===== src/rtl/pulse_pkg.sv =====
// Shared constants and types for the pulse channel bank.
//  REG_*          register index within a channel's 4-byte window
//  DAC_OFF_MASK   envelope bits that must be non-zero for the DAC to be on
//  pulse_regs_t   one channel's programmable state, sized for the widest build
package pulse_pkg;

  localparam logic [1:0] REG_DUTYLEN = 2'd0;
  localparam logic [1:0] REG_ENV     = 2'd1;
  localparam logic [1:0] REG_FLO     = 2'd2;
  localparam logic [1:0] REG_FHI     = 2'd3;

  localparam logic [7:0] DAC_OFF_MASK = 8'hF8;

  localparam int FREQ_W_MAX = 14;
  localparam int LEN_W_MAX  = 6;

  typedef struct packed {
    logic [1:0]            duty;
    logic [LEN_W_MAX-1:0]  len_load;
    logic [7:0]            env;
    logic [FREQ_W_MAX-1:0] freq;
    logic                  len_en;
  } pulse_regs_t;

  function automatic logic dac_on(input logic [7:0] env);
    return (env & DAC_OFF_MASK) != 8'h00;
  endfunction

endpackage


===== src/rtl/pulse_chan.sv =====
// One pulse channel: registers, frequency counter, length counter.
//  clk, napu_reset   clock, synchronous active-low reset
//  wr, rsel, din     write strobe for this channel, register index, data
//  freq_tick         frequency counter enable
//  len_tick          length counter strobe
//  sweep_ld/_freq    sweep unit frequency update (channel 0 only, else tied 0)
//  sweep_kill        sweep overflow, drops the channel
//  regs              programmable state for read-back and the sweep unit
//  ftick, trig       registered one-cycle pulses
//  active            channel enabled
//  trig_evt          combinational: trigger being written this cycle
//  trig_freq         combinational: frequency the trigger loads
module pulse_chan
  import pulse_pkg::*;
#(
  parameter int FREQ_W = 11,
  parameter int LEN_W  = 6
) (
  input  logic              clk,
  input  logic              napu_reset,
  input  logic              wr,
  input  logic [1:0]        rsel,
  input  logic [7:0]        din,
  input  logic              freq_tick,
  input  logic              len_tick,
  input  logic              sweep_ld,
  input  logic [FREQ_W-1:0] sweep_freq,
  input  logic              sweep_kill,
  output pulse_regs_t       regs,
  output logic              ftick,
  output logic              trig,
  output logic              active,
  output logic              trig_evt,
  output logic [FREQ_W-1:0] trig_freq
);

  localparam logic [FREQ_W-1:0] FREQ_ONE = 1;
  localparam logic [LEN_W-1:0]  LEN_ONE  = 1;

  pulse_regs_t       r;
  logic [FREQ_W-1:0] freq_cnt;
  logic [LEN_W-1:0]  len_cnt;

  logic wr_dl, wr_env, wr_flo, wr_fhi, len_exp, env_off_wr;

  assign wr_dl     = wr && (rsel == REG_DUTYLEN);
  assign wr_env    = wr && (rsel == REG_ENV);
  assign wr_flo    = wr && (rsel == REG_FLO);
  assign wr_fhi    = wr && (rsel == REG_FHI);
  assign trig_evt  = wr_fhi && din[7];
  // the trigger write carries the new high bits, so reload from them
  assign trig_freq = {din[FREQ_W-9:0], r.freq[7:0]};
  // a length-register write in the same cycle pre-empts expiry
  assign len_exp   = len_tick && r.len_en && (&len_cnt) && !wr_dl;
  assign env_off_wr = wr_env && !dac_on(din);
  assign regs      = r;

  always_ff @(posedge clk) begin
    if (!napu_reset) begin
      r        <= '0;
      freq_cnt <= '0;
      len_cnt  <= '0;
      ftick    <= 1'b0;
      trig     <= 1'b0;
      active   <= 1'b0;
    end else begin
      trig  <= trig_evt;
      ftick <= 1'b0;

      if (wr_dl) begin
        r.duty                <= din[7:6];
        r.len_load[LEN_W-1:0] <= din[LEN_W-1:0];
        len_cnt               <= din[LEN_W-1:0];
      end else if (len_tick && r.len_en) begin
        len_cnt <= len_cnt + LEN_ONE;
      end

      if (wr_env) r.env <= din;

      // register writes take priority over a sweep update
      if (wr_flo)        r.freq[7:0]        <= din;
      else if (wr_fhi)   r.freq[FREQ_W-1:8] <= din[FREQ_W-9:0];
      else if (sweep_ld) r.freq[FREQ_W-1:0] <= sweep_freq;

      if (wr_fhi) r.len_en <= din[6];

      if (trig_evt) begin
        freq_cnt <= trig_freq;
      end else if (freq_tick) begin
        if (&freq_cnt) begin
          freq_cnt <= r.freq[FREQ_W-1:0];
          ftick    <= 1'b1;
        end else begin
          freq_cnt <= freq_cnt + FREQ_ONE;
        end
      end

      if (trig_evt)
        active <= dac_on(r.env);
      else if (env_off_wr || !dac_on(r.env) || len_exp || sweep_kill)
        active <= 1'b0;
    end
  end

endmodule


===== src/rtl/pulse_chan_bank.sv =====
// Register bank and timing core for NCH pulse channels.
//  clk, napu_reset  APU clock, synchronous active-low reset
//  apu_wr, din      one-cycle write strobe and data
//  cpu_rd, dout     read enable and combinational read data (FF when idle)
//  addr             [1:0] register, upper bits channel; NCH*4 is the sweep reg
//  freq_tick, len_tick, sweep_tick   timing strobes
//  ch_ftick, ch_duty, ch_env, ch_trig, ch_active   per-channel outputs
// Build option: PULSE_SWEEP_EN adds the channel-0 frequency sweep unit.
module pulse_chan_bank
  import pulse_pkg::*;
#(
  parameter  int NCH    = 2,
  parameter  int FREQ_W = 11,
  parameter  int LEN_W  = 6,
  localparam int ADDR_W = $clog2(NCH*4+1)
) (
  input  logic              clk,
  input  logic              napu_reset,
  input  logic              apu_wr,
  input  logic              cpu_rd,
  input  logic [ADDR_W-1:0] addr,
  input  logic [7:0]        din,
  output logic [7:0]        dout,
  input  logic              freq_tick,
  input  logic              len_tick,
  input  logic              sweep_tick,
  output logic [NCH-1:0]    ch_ftick,
  output logic [2*NCH-1:0]  ch_duty,
  output logic [8*NCH-1:0]  ch_env,
  output logic [NCH-1:0]    ch_trig,
  output logic [NCH-1:0]    ch_active
);

  pulse_regs_t [NCH-1:0]             regs;
  logic [NCH-1:0][7:0]               rdata;
  logic [NCH-1:0]                    ch_sel;
  logic [NCH-1:0]                    trig_evt;
  logic [NCH-1:0][FREQ_W-1:0]        trig_freq;
  logic                              in_range, sweep_sel;
  logic                              sweep_ld, sweep_kill;
  logic [FREQ_W-1:0]                 sweep_freq;
  logic [7:0]                        sweep_rd;

  assign in_range  = addr < ADDR_W'(NCH*4);
  assign sweep_sel = addr == ADDR_W'(NCH*4);

  for (genvar c = 0; c < NCH; c++) begin : g_ch
    assign ch_sel[c] = in_range && (addr[ADDR_W-1:2] == (ADDR_W-2)'(c));

    pulse_chan #(.FREQ_W(FREQ_W), .LEN_W(LEN_W)) u_chan (
      .clk        (clk),
      .napu_reset (napu_reset),
      .wr         (apu_wr && ch_sel[c]),
      .rsel       (addr[1:0]),
      .din        (din),
      .freq_tick  (freq_tick),
      .len_tick   (len_tick),
      .sweep_ld   ((c == 0) && sweep_ld),
      .sweep_freq (sweep_freq),
      .sweep_kill ((c == 0) && sweep_kill),
      .regs       (regs[c]),
      .ftick      (ch_ftick[c]),
      .trig       (ch_trig[c]),
      .active     (ch_active[c]),
      .trig_evt   (trig_evt[c]),
      .trig_freq  (trig_freq[c])
    );

    assign ch_duty[2*c +: 2] = regs[c].duty;
    assign ch_env[8*c +: 8]  = regs[c].env;

    // write-only and unimplemented bits read as 1
    assign rdata[c] = (addr[1:0] == REG_DUTYLEN) ? {regs[c].duty, 6'h3F} :
                      (addr[1:0] == REG_ENV)     ? regs[c].env :
                      (addr[1:0] == REG_FLO)     ? 8'hFF :
                                                   {1'b1, regs[c].len_en, 6'h3F};
  end

`ifdef PULSE_SWEEP_EN
  logic [2:0]        sw_period, sw_shift, sw_cnt;
  logic              sw_neg, sw_fire, sw_ovf;
  logic [FREQ_W-1:0] shadow;
  logic [FREQ_W:0]   nf;

  assign nf = sw_neg ? ({1'b0, shadow} - {1'b0, shadow >> sw_shift})
                     : ({1'b0, shadow} + {1'b0, shadow >> sw_shift});
  // a count of 1 (or 0 after reset) reaches zero on this tick
  assign sw_fire    = sweep_tick && (sw_period != 3'd0) && (sw_cnt <= 3'd1);
  assign sw_ovf     = nf[FREQ_W];
  assign sweep_kill = sw_fire && sw_ovf;
  assign sweep_ld   = sw_fire && !sw_ovf && (sw_shift != 3'd0);
  assign sweep_freq = nf[FREQ_W-1:0];
  assign sweep_rd   = {1'b1, sw_period, sw_neg, sw_shift};

  always_ff @(posedge clk) begin
    if (!napu_reset) begin
      sw_period <= '0;
      sw_neg    <= 1'b0;
      sw_shift  <= '0;
      sw_cnt    <= '0;
      shadow    <= '0;
    end else begin
      if (apu_wr && sweep_sel) begin
        sw_period <= din[6:4];
        sw_neg    <= din[3];
        sw_shift  <= din[2:0];
      end
      if (trig_evt[0]) begin
        shadow <= trig_freq[0];
        sw_cnt <= sw_period;
      end else if (sweep_tick && (sw_period != 3'd0)) begin
        if (sw_fire) begin
          sw_cnt <= sw_period;
          if (sweep_ld) shadow <= sweep_freq;
        end else begin
          sw_cnt <= sw_cnt - 3'd1;
        end
      end
    end
  end
`else
  assign sweep_ld   = 1'b0;
  assign sweep_kill = 1'b0;
  assign sweep_freq = '0;
  assign sweep_rd   = 8'hFF;
`endif

  always_comb begin
    dout = 8'hFF;
    if (cpu_rd) begin
      for (int c = 0; c < NCH; c++)
        if (ch_sel[c]) dout = rdata[c];
      if (sweep_sel) dout = sweep_rd;
    end
  end

  logic unused_sink;
  assign unused_sink = ^{regs, trig_evt, trig_freq, sweep_tick};

endmodule


===== config.mk =====
export PLATFORM = sky130hd
export DESIGN_NAME = pulse_chan_bank
export DESIGN_NICKNAME = d
export VERILOG_FILES = /design/src/rtl/pulse_pkg.sv /design/src/rtl/pulse_chan.sv /design/src/rtl/pulse_chan_bank.sv
export SDC_FILE = /design/constraint.sdc
export NUM_CORES = 1
export LEC_CHECK = 0
export ABC_AREA = 1
export CAP_MARGIN = 30
export CORE_ASPECT_RATIO = 1.5
export CORE_MARGIN = 2
export CORE_UTILIZATION = 50
export CTS_CLUSTER_SIZE = 24
export DETAILED_ROUTE_END_ITERATION = 8
export PLACE_DENSITY = 0.77
export SLEW_MARGIN = 20
export SYNTH_ARGS = -nofsm -noshare
export SYNTH_HDL_FRONTEND = slang
export SYNTH_SLANG_ARGS = --single-unit

===== constraint.sdc =====
create_clock -name clk -period 2.1 [get_ports clk]
set_clock_uncertainty 0.15 [all_clocks]
set_input_delay 0.525 -clock clk [delete_from_list [all_inputs] [get_ports clk]]
set_output_delay 0.525 -clock clk [all_outputs]
set_load 0.1 [all_outputs]

==> results.json <==
{
  "vias": 4608,
  "grt_use_met1": 0.317,
  "clock-root-buffer": "clkbuf_16",
  "routedWlPerCell_um": 15.6,
  "remaining_drc_errors": 0,
  "h-tree-depth": 3,
  "rows": 42,
  "antenna_cells": 0,
  "multiInputGateArea_um2": 2330,
  "rsz0062_at_grt": "yes",
  "ctsLongestPathBuffers": 2,
  "place_area_um2": 5640,
  "grt-ovfl-total": 0,
  "cp-end-kind": "primary output",
  "dieArea_um2": 9600,
  "cp_cell_sequence": "inv_1 > o22ai_1 > o21ai_2 > nand3_4 > buf_12",
  "worstHoldEndpoint": "g_ch[1].u_chan.regs[2]",
  "violations": "negative setup slack",
  "avgSynthCellArea_um2": 6.72,
  "cp_slowest_cell": "dfxtp_1",
  "cts-buffers-inserted": 9,
  "final_net_count": 759,
  "yosys_warnings": 0,
  "synth-compound-area-share": 0.165,
  "first_global_vias": 4555,
  "synthMuxAreaShare": 0,
  "drive_gt1_frac": 0.217,
  "slew_viol_final": 0,
  "die_w_um": 80.7,
  "start_util": 0.505,
  "ios": 53,
  "clk_pin_slew_ns": 0.06,
  "rr_endpoint": "g_ch[0].u_chan.freq_cnt[4]",
  "startpoint_type": "flop",
  "port-buffer-count": 51,
  "ys_seq_elements": 84,
  "ff2ff_path_depth": 10,
  "grt_max_degree": 27,
  "ys_types": 31,
  "finalNonFillerCells": 851,
  "synth_top_family_by_area": "simple AND/OR/NAND/NOR gates",
  "antenna_found_initial": 0,
  "wl_um": 13300,
  "p_per_area_nw_per_um2": 626,
  "final_area_um2": 6160,
  "worst_slack_ns": -0.00807,
  "dp.cells": 830,
  "cp.required_ns": 1.42,
  "grt_pass1_wl_um": 21400,
  "relSlewSlack": 0.738,
  "clk_latency_ns": 0.34,
  "met2_usage": 0.509,
  "met3_usage": 0.0462,
  "r2r-start": "g_ch[0].u_chan.freq_cnt[0]",
  "fmax_mhz": 474,
  "coreArea_um2": 8720,
  "busiest_layer": "met2",
  "max_stage_delay_ns": 0.39,
  "netlist_area_um2": 4410,
  "final_util": 0.707,
  "ir_drop_uv": 478,
  "arrival_ns": 1.43,
  "cap_violations": 0,
  "area_delta_synth_final_pct": 39.8,
  "critPathKind": "flop to primary output",
  "grt_use_total": 0.290,
  "synth-adder-area-share": 0.0114,
  "worstHoldPathCells": 2,
  "drt_iter0_markers": 276,
  "antenna_left": 0,
  "hold_class": "flop to flop",
  "yosys.area_share.simple": 0.281,
  "fin_tns_setup_ns": -0.0104,
  "cp_max_fo": 3,
  "reg2reg_slack_ns": 0.29,
  "outcome": "finished, violations left",
  "worstMarginPinSlew_ns": 0.393,
  "ys_seq_area_frac": 0.381,
  "synth_cells": 656,
  "seq_area_um2": 1690,
  "finalSetupViolations": 2,
  "vias_per_cell": 5.41,
  "hold_viol": 0,
  "place.gp.congestion": 0.903,
  "dr.pass1.iters": 5,
  "power.leakage_nw": 2.79,
  "cts_tree": "yes",
  "syn_nets": 679,
  "fin_crit_sh": 1.00,
  "die_h_um": 119,
  "worstHoldStart": "g_ch[1].u_chan.regs[2]",
  "dp_hpwl_um": 9120,
  "clock-sinks": 84,
  "synthXorXnorAreaFrac": 0.0258,
  "fillCellCount": 671,
  "period_needed_ns": 2.11
}
cells in the mapped netlist:
cell type | n | area [um^2]
o22ai_1 | 9 | 56.3
nand2_2 | 3 | 18.8
o211ai_1 | 5 | 37.5
clkinv_1 | 1 | 3.75
nor2_2 | 1 | 6.26
a21boi_0 | 1 | 7.51
nor4_1 | 2 | 12.5
nand2_4 | 2 | 22.5
dfxtp_1 | 84 | 1680
or2_2 | 3 | 18.8
buf_4 | 28 | 210
o21ai_1 | 1 | 5.00
o31ai_1 | 2 | 15.0
inv_2 | 2 | 7.51
xnor2_1 | 4 | 35.0
inv_1 | 75 | 282
nor2_1 | 91 | 342
o21ai_0 | 70 | 350
nor3_1 | 1 | 5.00
nor2_4 | 1 | 11.3
nand3b_1 | 4 | 30.0
clkbuf_1 | 11 | 41.3
xor2_1 | 9 | 78.8
nand2_1 | 130 | 488
buf_2 | 6 | 30.0
nand3_2 | 3 | 30.0
a21oi_1 | 51 | 255
buf_6 | 2 | 22.5
nand4_1 | 4 | 25.0
nand3_1 | 46 | 230
ha_1 | 4 | 50.1
routing by layer:
| layer | part of all wire | up-vias |
|---|---|---|
| met1 | 0.37 | 2142 |
| met2 | 0.53 | 162 |
| met3 | 0.048 | 51 |
| met5 | 0 | - |
| li1 | - | 2253 |
| met4 | 0.052 | 0 |
through the flow:
step | power, mW | hold WS [ns] | setup WS [ns]
floorplan | 2.02 | 0.275 | -0.746
global placement | 2.23 | 0.301 | -0.510
detailed placement | 2.24 | 0.312 | -0.530
CTS | 3.85 | 0.321 | -0.0590
global route | 3.98 | 0.346 | -0.0812
finish | 3.86 | 0.320 | -0.00807
worst max-delay path by stage:
stage | start | to | cells after the start
finish | g_ch[0].u_chan.regs[21] | dout[6] | 5
floorplan | addr[1] | dout[7] | 4
global route | addr[1] | dout[7] | 8
CTS | addr[1] | dout[1] | 9
detailed placement | addr[0] | dout[6] | 7
global placement | addr[0] | dout[6] | 7
logic make-up (layout without fill, tap and decap cells):
group	Yosys count	count (layout)
AND/OR/NAND/NOR	291	291
buffers and inverters	125	210
XOR/XNOR	13	13
AO/OA/AOI/OAI	139	139
adder cells (fa/ha/maj)	4	4
flip-flops	84	84
flip-flops by register name (all words and copies together) (netlist names):
name	flops
g_ch.u_chan.active	2
g_ch.u_chan.freq_cnt	22
g_ch.u_chan.ftick	2
g_ch.u_chan.len_cnt	12
g_ch.u_chan.regs	44
g_ch.u_chan.trig	2
repair_timing:
| item | CTS | global route |
|---|---|---|
| endpoints found under the setup margin | 13 | 20 |
| pin swaps | 13 | 9 |
| hold buffers | 0 | 0 |
| buffers inserted | 6 | 0 |
| resized for setup | 48 | 21 |
cell type report:
type	instances	share of cell area
multi-input cells	447	0.378
flip-flops and latches	84	0.274
repair buffers	116	0.228
inverters	78	0.0503
clock buffers	12	0.0400
well taps	110	0.0223
clock inverters	4	0.00792
worst max-delay path, delay by kind of cell (launching register included):
family | cells | cell delay [ns]
flops | 1 | 0.39
compound gates | 2 | 0.33
buf+inv | 2 | 0.28
simple gates | 1 | 0.09
cell usage in the layout (no fill, tap or decap), drive strengths merged:
cell           Yosys  final
xor2               9      9
o21ai             71     71
o22ai              9      9
bufinv             0      1
nor4               2      2
nor3               1      1
buf               36    103
a21oi             51     51
nand2            135    135
inv               77     77
clkdlybuf4s50      0     11
o211ai             5      5
ha                 4      4
nand3b             4      4
nor2              93     93
clkinv             1      4
nand3             49     49
clkbuf            11     13
xnor2              4      4
dlygate4sd2        0      1
or2                3      3
nand4              4      4
a21boi             1      1
dfxtp             84     84
o31ai              2      2
power by group:
part / internal, mW / total, mW / switching (mW)
sequential: 1.64 / 1.69 / 0.0481
combinational: 0.238 / 0.586 / 0.348
clock: 0.953 / 1.59 / 0.637
total: 2.83 / 3.86 / 1.03
No activity file was read; power rests on OpenSTA's default activity.
